## config.mk

```make
export PLATFORM = sky130hd
export DESIGN_NAME = waveform_period_meter
export DESIGN_NICKNAME = d
export VERILOG_FILES = /design/src/rtl/waveform_period_meter.sv
export SDC_FILE = /design/constraint.sdc
export NUM_CORES = 1
export LEC_CHECK = 0
export BUFFER_PORTS_ARGS = -buffer_cell sky130_fd_sc_hd__buf_2
export CAP_MARGIN = 20
export CORE_MARGIN = 2
export CORE_UTILIZATION = 55
export CTS_CLUSTER_SIZE = 12
export DETAILED_ROUTE_END_ITERATION = 7
export PLACE_DENSITY = 0.77
export REMOVE_ABC_BUFFERS = 1
export SYNTH_ARGS = -nofsm -noshare
export SYNTH_HDL_FRONTEND = slang
export SYNTH_SLANG_ARGS = --single-unit
```

## constraint.sdc

```tcl
create_clock -name clk -period 6.3 [get_ports clk]
set_input_delay 0.315 -clock clk [delete_from_list [all_inputs] [get_ports clk]]
set_output_delay 0.315 -clock clk [all_outputs]
set_load 0.02 [all_outputs]
```

## src/rtl/waveform_period_meter.sv

```systemverilog
// waveform_period_meter
// Measures the period of a 12-bit signed waveform in sample strobes.
// Rising zero crossings are detected with hysteresis. NUM_PERIODS consecutive
// periods are summed and averaged, and the windows run back to back.
//
// Stream semantics: en is a qualifier with no backpressure. sample_in is
// consumed on every clk edge with en=1, and nothing happens on other edges.
// clr is a synchronous restart and overrides en. meas_valid and timeout are
// single-cycle pulses. locked is the FSM state (high in COUNT), registered.
module waveform_period_meter #(
  parameter int CNT_W       = 24,
  parameter int NUM_PERIODS = 4,
  parameter int HYST        = 64,
  parameter int MAX_PERIOD  = 1024
) (
  input  logic             clk,
  input  logic             reset_n,
  input  logic             en,
  input  logic             clr,
  input  logic [11:0]      sample_in,
  output logic [CNT_W-1:0] period_sum,
  output logic [CNT_W-1:0] period_avg,
  output logic             meas_valid,
  output logic             timeout,
  output logic             locked
);

  localparam int LOG2_NP = $clog2(NUM_PERIODS);
  localparam int PC_W    = (LOG2_NP > 0) ? LOG2_NP : 1;

  localparam logic [PC_W-1:0]    PC_LAST  = PC_W'(NUM_PERIODS - 1);
  localparam logic [CNT_W-1:0]   CNT_LAST = CNT_W'(MAX_PERIOD - 1);
  localparam logic signed [12:0] HYST_S   = 13'(HYST);

  typedef enum logic {
    SEEK  = 1'b0,
    COUNT = 1'b1
  } state_t;

  state_t           r_state;
  logic             r_armed;
  logic [CNT_W-1:0] r_cnt;
  logic [CNT_W-1:0] r_acc;
  logic [PC_W-1:0]  r_pcount;
  logic [CNT_W-1:0] r_period_sum;
  logic [CNT_W-1:0] r_period_avg;
  logic             r_meas_valid;
  logic             r_timeout;
  logic             r_locked;

  logic signed [12:0] w_sample;
  logic               w_low;
  logic               w_high;
  logic               w_cross;
  logic [CNT_W-1:0]   w_period;
  logic [CNT_W:0]     w_acc_ext;
  logic [CNT_W-1:0]   w_acc_next;
  logic [CNT_W-1:0]   w_avg_next;

  // Sign-extend one bit so that -HYST_S is representable without overflow.
  assign w_sample = $signed({sample_in[11], sample_in});
  assign w_low    = (w_sample <= -HYST_S);
  assign w_high   = (w_sample >= HYST_S);
  assign w_cross  = r_armed & w_high;

  // The period includes the crossing sample itself, so it is cnt+1.
  assign w_period   = r_cnt + CNT_W'(1);
  assign w_acc_ext  = {1'b0, r_acc} + {1'b0, w_period};
  // Saturate instead of wrapping. This only matters for out-of-range settings.
  assign w_acc_next = w_acc_ext[CNT_W] ? {CNT_W{1'b1}} : w_acc_ext[CNT_W-1:0];
  assign w_avg_next = w_acc_next >> LOG2_NP;

  // SEEK/COUNT measurement FSM, hysteresis arming and registered outputs.
  always_ff @(posedge clk or negedge reset_n) begin
    if (!reset_n) begin
      r_state      <= SEEK;
      r_armed      <= 1'b0;
      r_cnt        <= '0;
      r_acc        <= '0;
      r_pcount     <= '0;
      r_period_sum <= '0;
      r_period_avg <= '0;
      r_meas_valid <= 1'b0;
      r_timeout    <= 1'b0;
      r_locked     <= 1'b0;
    end else begin
      r_meas_valid <= 1'b0;
      r_timeout    <= 1'b0;
      if (clr) begin
        // Restart the measurement but keep the last reported period.
        r_state  <= SEEK;
        r_armed  <= 1'b0;
        r_cnt    <= '0;
        r_acc    <= '0;
        r_pcount <= '0;
        r_locked <= 1'b0;
      end else if (en) begin
        if (w_cross) begin
          r_armed <= 1'b0;
        end else if (w_low) begin
          r_armed <= 1'b1;
        end
        case (r_state)
          SEEK: begin
            r_cnt <= '0;
            if (w_cross) begin
              r_state  <= COUNT;
              r_locked <= 1'b1;
              r_acc    <= '0;
              r_pcount <= '0;
            end
          end
          COUNT: begin
            if (w_cross) begin
              // A crossing on the last allowed strobe wins over timeout.
              r_cnt <= '0;
              if (r_pcount == PC_LAST) begin
                r_period_sum <= w_acc_next;
                r_period_avg <= w_avg_next;
                r_meas_valid <= 1'b1;
                r_acc        <= '0;
                r_pcount     <= '0;
              end else begin
                r_acc    <= w_acc_next;
                r_pcount <= r_pcount + PC_W'(1);
              end
            end else if (r_cnt >= CNT_LAST) begin
              // Signal lost. armed is intentionally left as it is.
              r_timeout <= 1'b1;
              r_state   <= SEEK;
              r_locked  <= 1'b0;
              r_cnt     <= '0;
              r_acc     <= '0;
              r_pcount  <= '0;
            end else begin
              r_cnt <= r_cnt + CNT_W'(1);
            end
          end
          default: begin
            r_state  <= SEEK;
            r_locked <= 1'b0;
          end
        endcase
      end
    end
  end

  assign period_sum = r_period_sum;
  assign period_avg = r_period_avg;
  assign meas_valid = r_meas_valid;
  assign timeout    = r_timeout;
  assign locked     = r_locked;

endmodule

```

== Yosys cells after proc, flatten, opt, wreduce, memory -nomap -nowiden ==
Index checks and enable logic that the tools add are counted.

* Output and inout bits: 51
* Input port bits: 16
* Word-level logic and storage cells: 76
* Register bits after elaboration: 101

* Order comparisons: 3
* Bitwise gates (word level): 3
* Add/subtract/negate cells: 3
* Eq/ne operators: 5
* Muxes and demuxes: 46
* Reduce and logical (&&, ||, !) cells: 6

{| class="wikitable"
|+ Operators with widths
! cell !! count
|-
| 2-to-1 mux 24 bit || 11
|-
| case mux 24 bit (2 select lines) || 2
|-
| adder 24 x 24 -> 25 bit || 1
|-
| adder 24 x 1 -> 24 bit (second input constant) || 1
|-
| greater-or-equal comparator 24 x 10 -> 1 bit (second input constant) || 1
|-
| 2-to-1 mux 1 bit || 24
|-
| greater-or-equal comparator 12 x 8 -> 1 bit (second input constant) || 1
|-
| <= comparator 12 x 7 -> 1 bit (second input constant) || 1
|-
| 2-to-1 mux 2 bit || 6
|-
| != test 3 bit (second input constant) || 2
|-
| AND reduction 5 bit || 1
|-
| != test 4 x 2 -> 1 bit (second input constant) || 1
|-
| case mux 1 bit (2 select lines) || 2
|-
| case mux 2 bit (2 select lines) || 1
|-
| AND reduction 4 bit || 1
|-
| != test 3 x 2 -> 1 bit (second input constant) || 1
|-
| AND reduction 3 bit || 1
|-
| nonzero test 3 bit || 1
|-
| adder 2 x 1 -> 2 bit (second input constant) || 1
|-
| == test 2 bit (second input constant) || 1
|-
| inverter 1 bit || 2
|-
| AND reduction 2 bit || 1
|-
| nonzero test 2 bit || 1
|-
| bitwise AND 1 bit || 1
|}

== Logic depth before layout (Yosys ltp) ==
* Depth in word-level cells: 8
* Mapped depth: 16
* Mapped depth without buffers: 14

== Worst setup path before layout ==
No wires, ideal clock.

* Path kind: register -> register
* Start point: register r_cnt[0]
* End point: register r_period_sum[17], in the netlist period_sum[17]
* Setup time: 0.125 ns
* Required time: 6.175 ns
* Path buffers: 0
* Clock period less this slack: 3.131 ns
* Cell stages (with the launch flop): 14
* Slack: 3.169 ns
* Arrival: 3.006 ns
* Cells stage by stage: dfrtp_1 -> ha_1 -> nand3_1 -> nor3b_4 -> nand3_1 -> xnor2_1 -> ha_1 -> nand4_1 -> o211ai_1 -> a21oi_1 -> a31oi_1 -> o41a_1 -> a31o_1 -> mux2_2

* Word-level cells in the longest chain between the ends: 3

{| class="wikitable"
|+ RTL lines
! element !! RTL line !! text
|-
| start, declared || 42 || <nowiki>logic [CNT_W-1:0] r_cnt;</nowiki>
|-
| start signal, assigned || 136 || <nowiki>r_cnt <= r_cnt + CNT_W'(1);</nowiki>
|-
| adder 24 x 1 -> 24 bit || 67 || <nowiki>assign w_period = r_cnt + CNT_W'(1);</nowiki>
|-
| adder 24 x 24 -> 25 bit || 68 || <nowiki>assign w_acc_ext = {1'b0, r_acc} + {1'b0, w_period};</nowiki>
|-
| 2-to-1 mux 24 bit || 70 || <nowiki>assign w_acc_next = w_acc_ext[CNT_W] ? {CNT_W{1'b1}} : w_acc_ext[CNT_W-1:0];</nowiki>
|-
| end signal, assigned || 118 || <nowiki>r_period_sum <= w_acc_next;</nowiki>
|-
| end, declared || 45 || <nowiki>logic [CNT_W-1:0] r_period_sum;</nowiki>
|}

No other way between the ends.
A chain may end at the register's enable or synchronous reset.

== Final worst setup path ==
* Start point: register r_cnt[0]
* End point: register r_acc[21]

* Word-level cells in the longest chain between the ends: 8
* Elaborated cells between the ends (all ways): 11
* Those cells by class: 2 x add/sub; 1 x order compare; 1 x eq/ne; 6 x mux; 1 x reduce/logical

{| class="wikitable"
|+ RTL lines
! element !! RTL line !! text
|-
| adder 24 x 1 -> 24 bit || 67 ||
|-
| adder 24 x 24 -> 25 bit || 68 ||
|-
| 2-to-1 mux 24 bit || 70 ||
|-
| 2-to-1 mux 24 bit || 117 || <nowiki>if (r_pcount == PC_LAST) begin</nowiki>
|-
| 2-to-1 mux 24 bit || 114 || <nowiki>if (w_cross) begin</nowiki>
|-
| case mux 24 bit (2 select lines) || 103 || <nowiki>case (r_state)</nowiki>
|-
| 2-to-1 mux 24 bit || 97 || <nowiki>end else if (en) begin</nowiki>
|-
| 2-to-1 mux 24 bit || 89 || <nowiki>if (clr) begin</nowiki>
|-
| end signal, assigned || 124 || <nowiki>r_acc <= w_acc_next;</nowiki>
|-
| end, declared || 43 || <nowiki>logic [CNT_W-1:0] r_acc;</nowiki>
|}

Several ways; a longest one is shown, not always the timed one. The select of a mux whose other input is x is not followed.

==> results.cfg <==
[run_status]
status = finished, final reports clean

[critical_path]
r2r_end = r_acc[21]
cp.arrival_ns = 4.36
cp_cell_sequence = ha_1, nand3_1, nor3b_4, nand3_1, xnor2_1, ha_1, nand2_1, o21ai_0, nor2_1, a31oi_1, o41a_1, nand2_1, o211ai_1
critPathLaunchType = register
r2r-start = r_cnt[0]
crit_slowest_cell = o41a_1
end_kind = register
rr_worst_depth = 13
reg2reg_slack_ns = 2.19
critPathLaunch = r_cnt[0]
max_stage_delay_ns = 0.81
cp_max_fo = 22
required_ns = 6.56
crit_type = reg2reg
critPathCapture = r_acc[21]

[clock_network]
cts_sinks = 79
cts_tree = built
cts_resized = 0
clk_latency_ns = 0.35
postCtsSetupBuffers = 0
htreeDepth = 3
holdBufCountCts = 0
clk_path_buf_depth = 2
cts_made_buffers = 9
cts-root-buf = clkbuf_8
clk_pin_slew_worst_paths_ns = 0.08

[routing]
wire_per_inst_um = 16.1
drc = 0
detail_route.wirelength_um = 11600
drt_iter0_markers = 198
final_antenna_net_count = 0
via_per_inst = 5.94
dr_total_vias = 4299
first_pass_iters = 4

[synth]
synth_seq_area_share = 0.395
synth_edf_count = 0
synth_ff_type = dfrtp_1
synth.area.top_cells = dfrtp_1, ha_1, nand2_1, o21ai_0, xnor2_1
synth-seq-cells = 79
synth.cell_area_um2 = 5000
yosysUniqueCellTypes = 55
synth.avg_cell_area_um2 = 8.68
yosys_warnings = 0
yosysTopAreaCell = dfrtp_1
synthCells = 576
netlist.area_leader.share = 0.395
async_reset_ff_frac = 1.00

[sta]
fin_tns_setup_ns = 0
rsz0062_at_grt = no
post-route-period-util = 0.652
slew_violations = 0
max_slew.worst_pin.slew_ns = 0.933
period_minus_slack_ns = 4.11
clock_skew_ns = 0.0189
worst_slack_ns = 2.19
setup_viol = 0
slew_headroom = 0.378
hold_viol = 0
max_freq_ghz = 0.244

[floorplan]
row_count = 34
start_util = 0.571
fp.dieArea_um2 = 9870
die_w_um = 99.4
core_area_um2 = 8760
die_y_um = 99.4
pin_count = 67

[power]
peakVddDrop_v = 0.000128
power.density_nw_per_um2 = 181
p_leak_nw = 2.78

[cells_and_area]
nets = 656
drive_gt1_frac = 0.157
fill_cells = 756
area_growth_pct = 9.66
diodes = 0

[hold_path]
hold_path.startpoint = clr
hold_class = in2reg

[flow_run]
max_cap_violations = 0

[grt]
first_global_vias = 4082
overflow = 0
antenna_found_initial = 0
grt_use_total = 0.243
grt_first_pass_wirelength_um = 19500
grt_max_degree = 80

[placed_design]
hpwlAfterDp_um = 8550
portBuffers = 64
pre_cts_slack_ns = 2.32
gp_congestion = 0.913
Yosys cell counts, drive strengths merged (2+ instances only):
cell	count
nand2b	7
xnor2	22
a31o	2
inv	5
a31oi	5
nor3b	2
a21oi	32
o21ai	57
and4	2
dfrtp	79
xor2	16
a22o	3
buf	35
o21a	3
clkbuf	11
nor3	12
a21o	11
nor2b	3
nand2	91
nand3	18
o21bai	3
and3	9
a211oi	10
nor2	48
ha	28
and2	15
mux2	2
or3b	2
o211ai	4
a21boi	2
nor4	7
nand4	18
worst max-delay path: cells and delay by family (launching register included):
family	cells	cell delay, ns
fa+ha+maj	2	0.62
compound gates	4	1.53
simple gates	6	1.26
xor+xnor	1	0.15
flops	1	0.44
worst min-delay path by stage:
stage / cells after the start / end / slack (ns)
3_5_place_dp: 1 / r_pcount[0] / 0.48
3_3_place_gp: 2 / period_sum[1] / 0.46
2_1_floorplan: 0 / locked / 0.02
6_report: 2 / r_state / 0.23
4_1_cts: 1 / period_sum[11] / 0.16
5_1_grt: 2 / r_armed / 0.23
final cells by class:
cell class / instances / area [um2] / area share
flip-flops and latches: 79 / 1980 / 0.360
clock buffers: 11 / 131 / 0.0240
well taps: 108 / 135 / 0.0246
clock inverters: 5 / 106 / 0.0194
multi-input cells: 446 / 2730 / 0.498
inverters: 6 / 22.5 / 0.00411
repair buffers: 69 / 383 / 0.0698
stage by stage:
step / utilization / instance area, um2 / hold WS [ns] / instances / power, mW
after CTS: 0.622 / 5450 / 0.165 / 722 / 0.999
after detailed placement: 0.594 / 5210 / 0.476 / 706 / 0.549
after global placement: 0.594 / 5200 / 0.461 / 705 / 0.547
final: 0.626 / 5480 / 0.231 / 724 / 0.995
after floorplan: - / 4730 / 0.0194 / 531 / 0.528
after global routing: 0.626 / 5480 / 0.233 / 724 / 1.02
cells by family (layout without fill, tap and decap cells):
logic type / after synthesis / in the layout / synth area share
multiplexers: 3 / 3 / 0.00650
XOR/XNOR: 38 / 38 / 0.0665
adder cells (fa/ha/maj): 29 / 29 / 0.0741
AND/OR/NAND/NOR: 237 / 237 / 0.227
AO/OA/AOI/OAI: 137 / 137 / 0.170
other: 1 / 2 / 0.000750
flip-flops: 79 / 79 / 0.395
buffers and inverters: 52 / 91 / 0.0598
flip-flops by register name, indices dropped and copies added, names as in the netlist:
register,cells
locked,1
meas_valid,1
period_sum,24
r_acc,24
r_armed,1
r_cnt,24
r_pcount,2
r_state,1
timeout,1
cells in the final DEF (no fill, tap or decap), drive strengths merged, types with 2 or more instances in the layout:
cell type,instances
nand2b,7
a21o,11
nand2,91
buf,68
o21bai,3
and2,15
xnor2,22
and3,9
a31oi,5
or3b,2
nand4,18
bufinv,3
xor2,16
ha,28
a22o,3
nor3,12
o21ai,57
conb,2
o211ai,4
and4,2
clkinv,2
mux2,2
dfrtp,79
nor4,7
o21a,3
clkbuf,11
nor2,48
a21oi,32
a21boi,2
inv,5
nand3,18
nor3b,2
a211oi,10
a31o,2
nor2b,3
per-layer routing:
layer | vias up | track usage | share of wire | wire length, um
li1 | 2072 | - | - | -
met1 | 2037 | 0.329 | 0.46 | 5350
met2 | 162 | 0.396 | 0.45 | 5280
met3 | 28 | 0.0288 | 0.051 | 599
met4 | 0 | 0.106 | 0.036 | 424
met5 | - | 0 | 0 | 0
power breakdown:
| part | internal, mW | switching (mW) | leakage (nW) |
|---|---|---|---|
| Clock | 0.264 | 0.190 | 0.114 |
| Sequential | 0.507 | 0.000676 | 1.10 |
| Combinational | 0.00914 | 0.0229 | 1.57 |
| Total | 0.781 | 0.214 | 2.78 |
No activity file was read; power rests on OpenSTA's default activity.
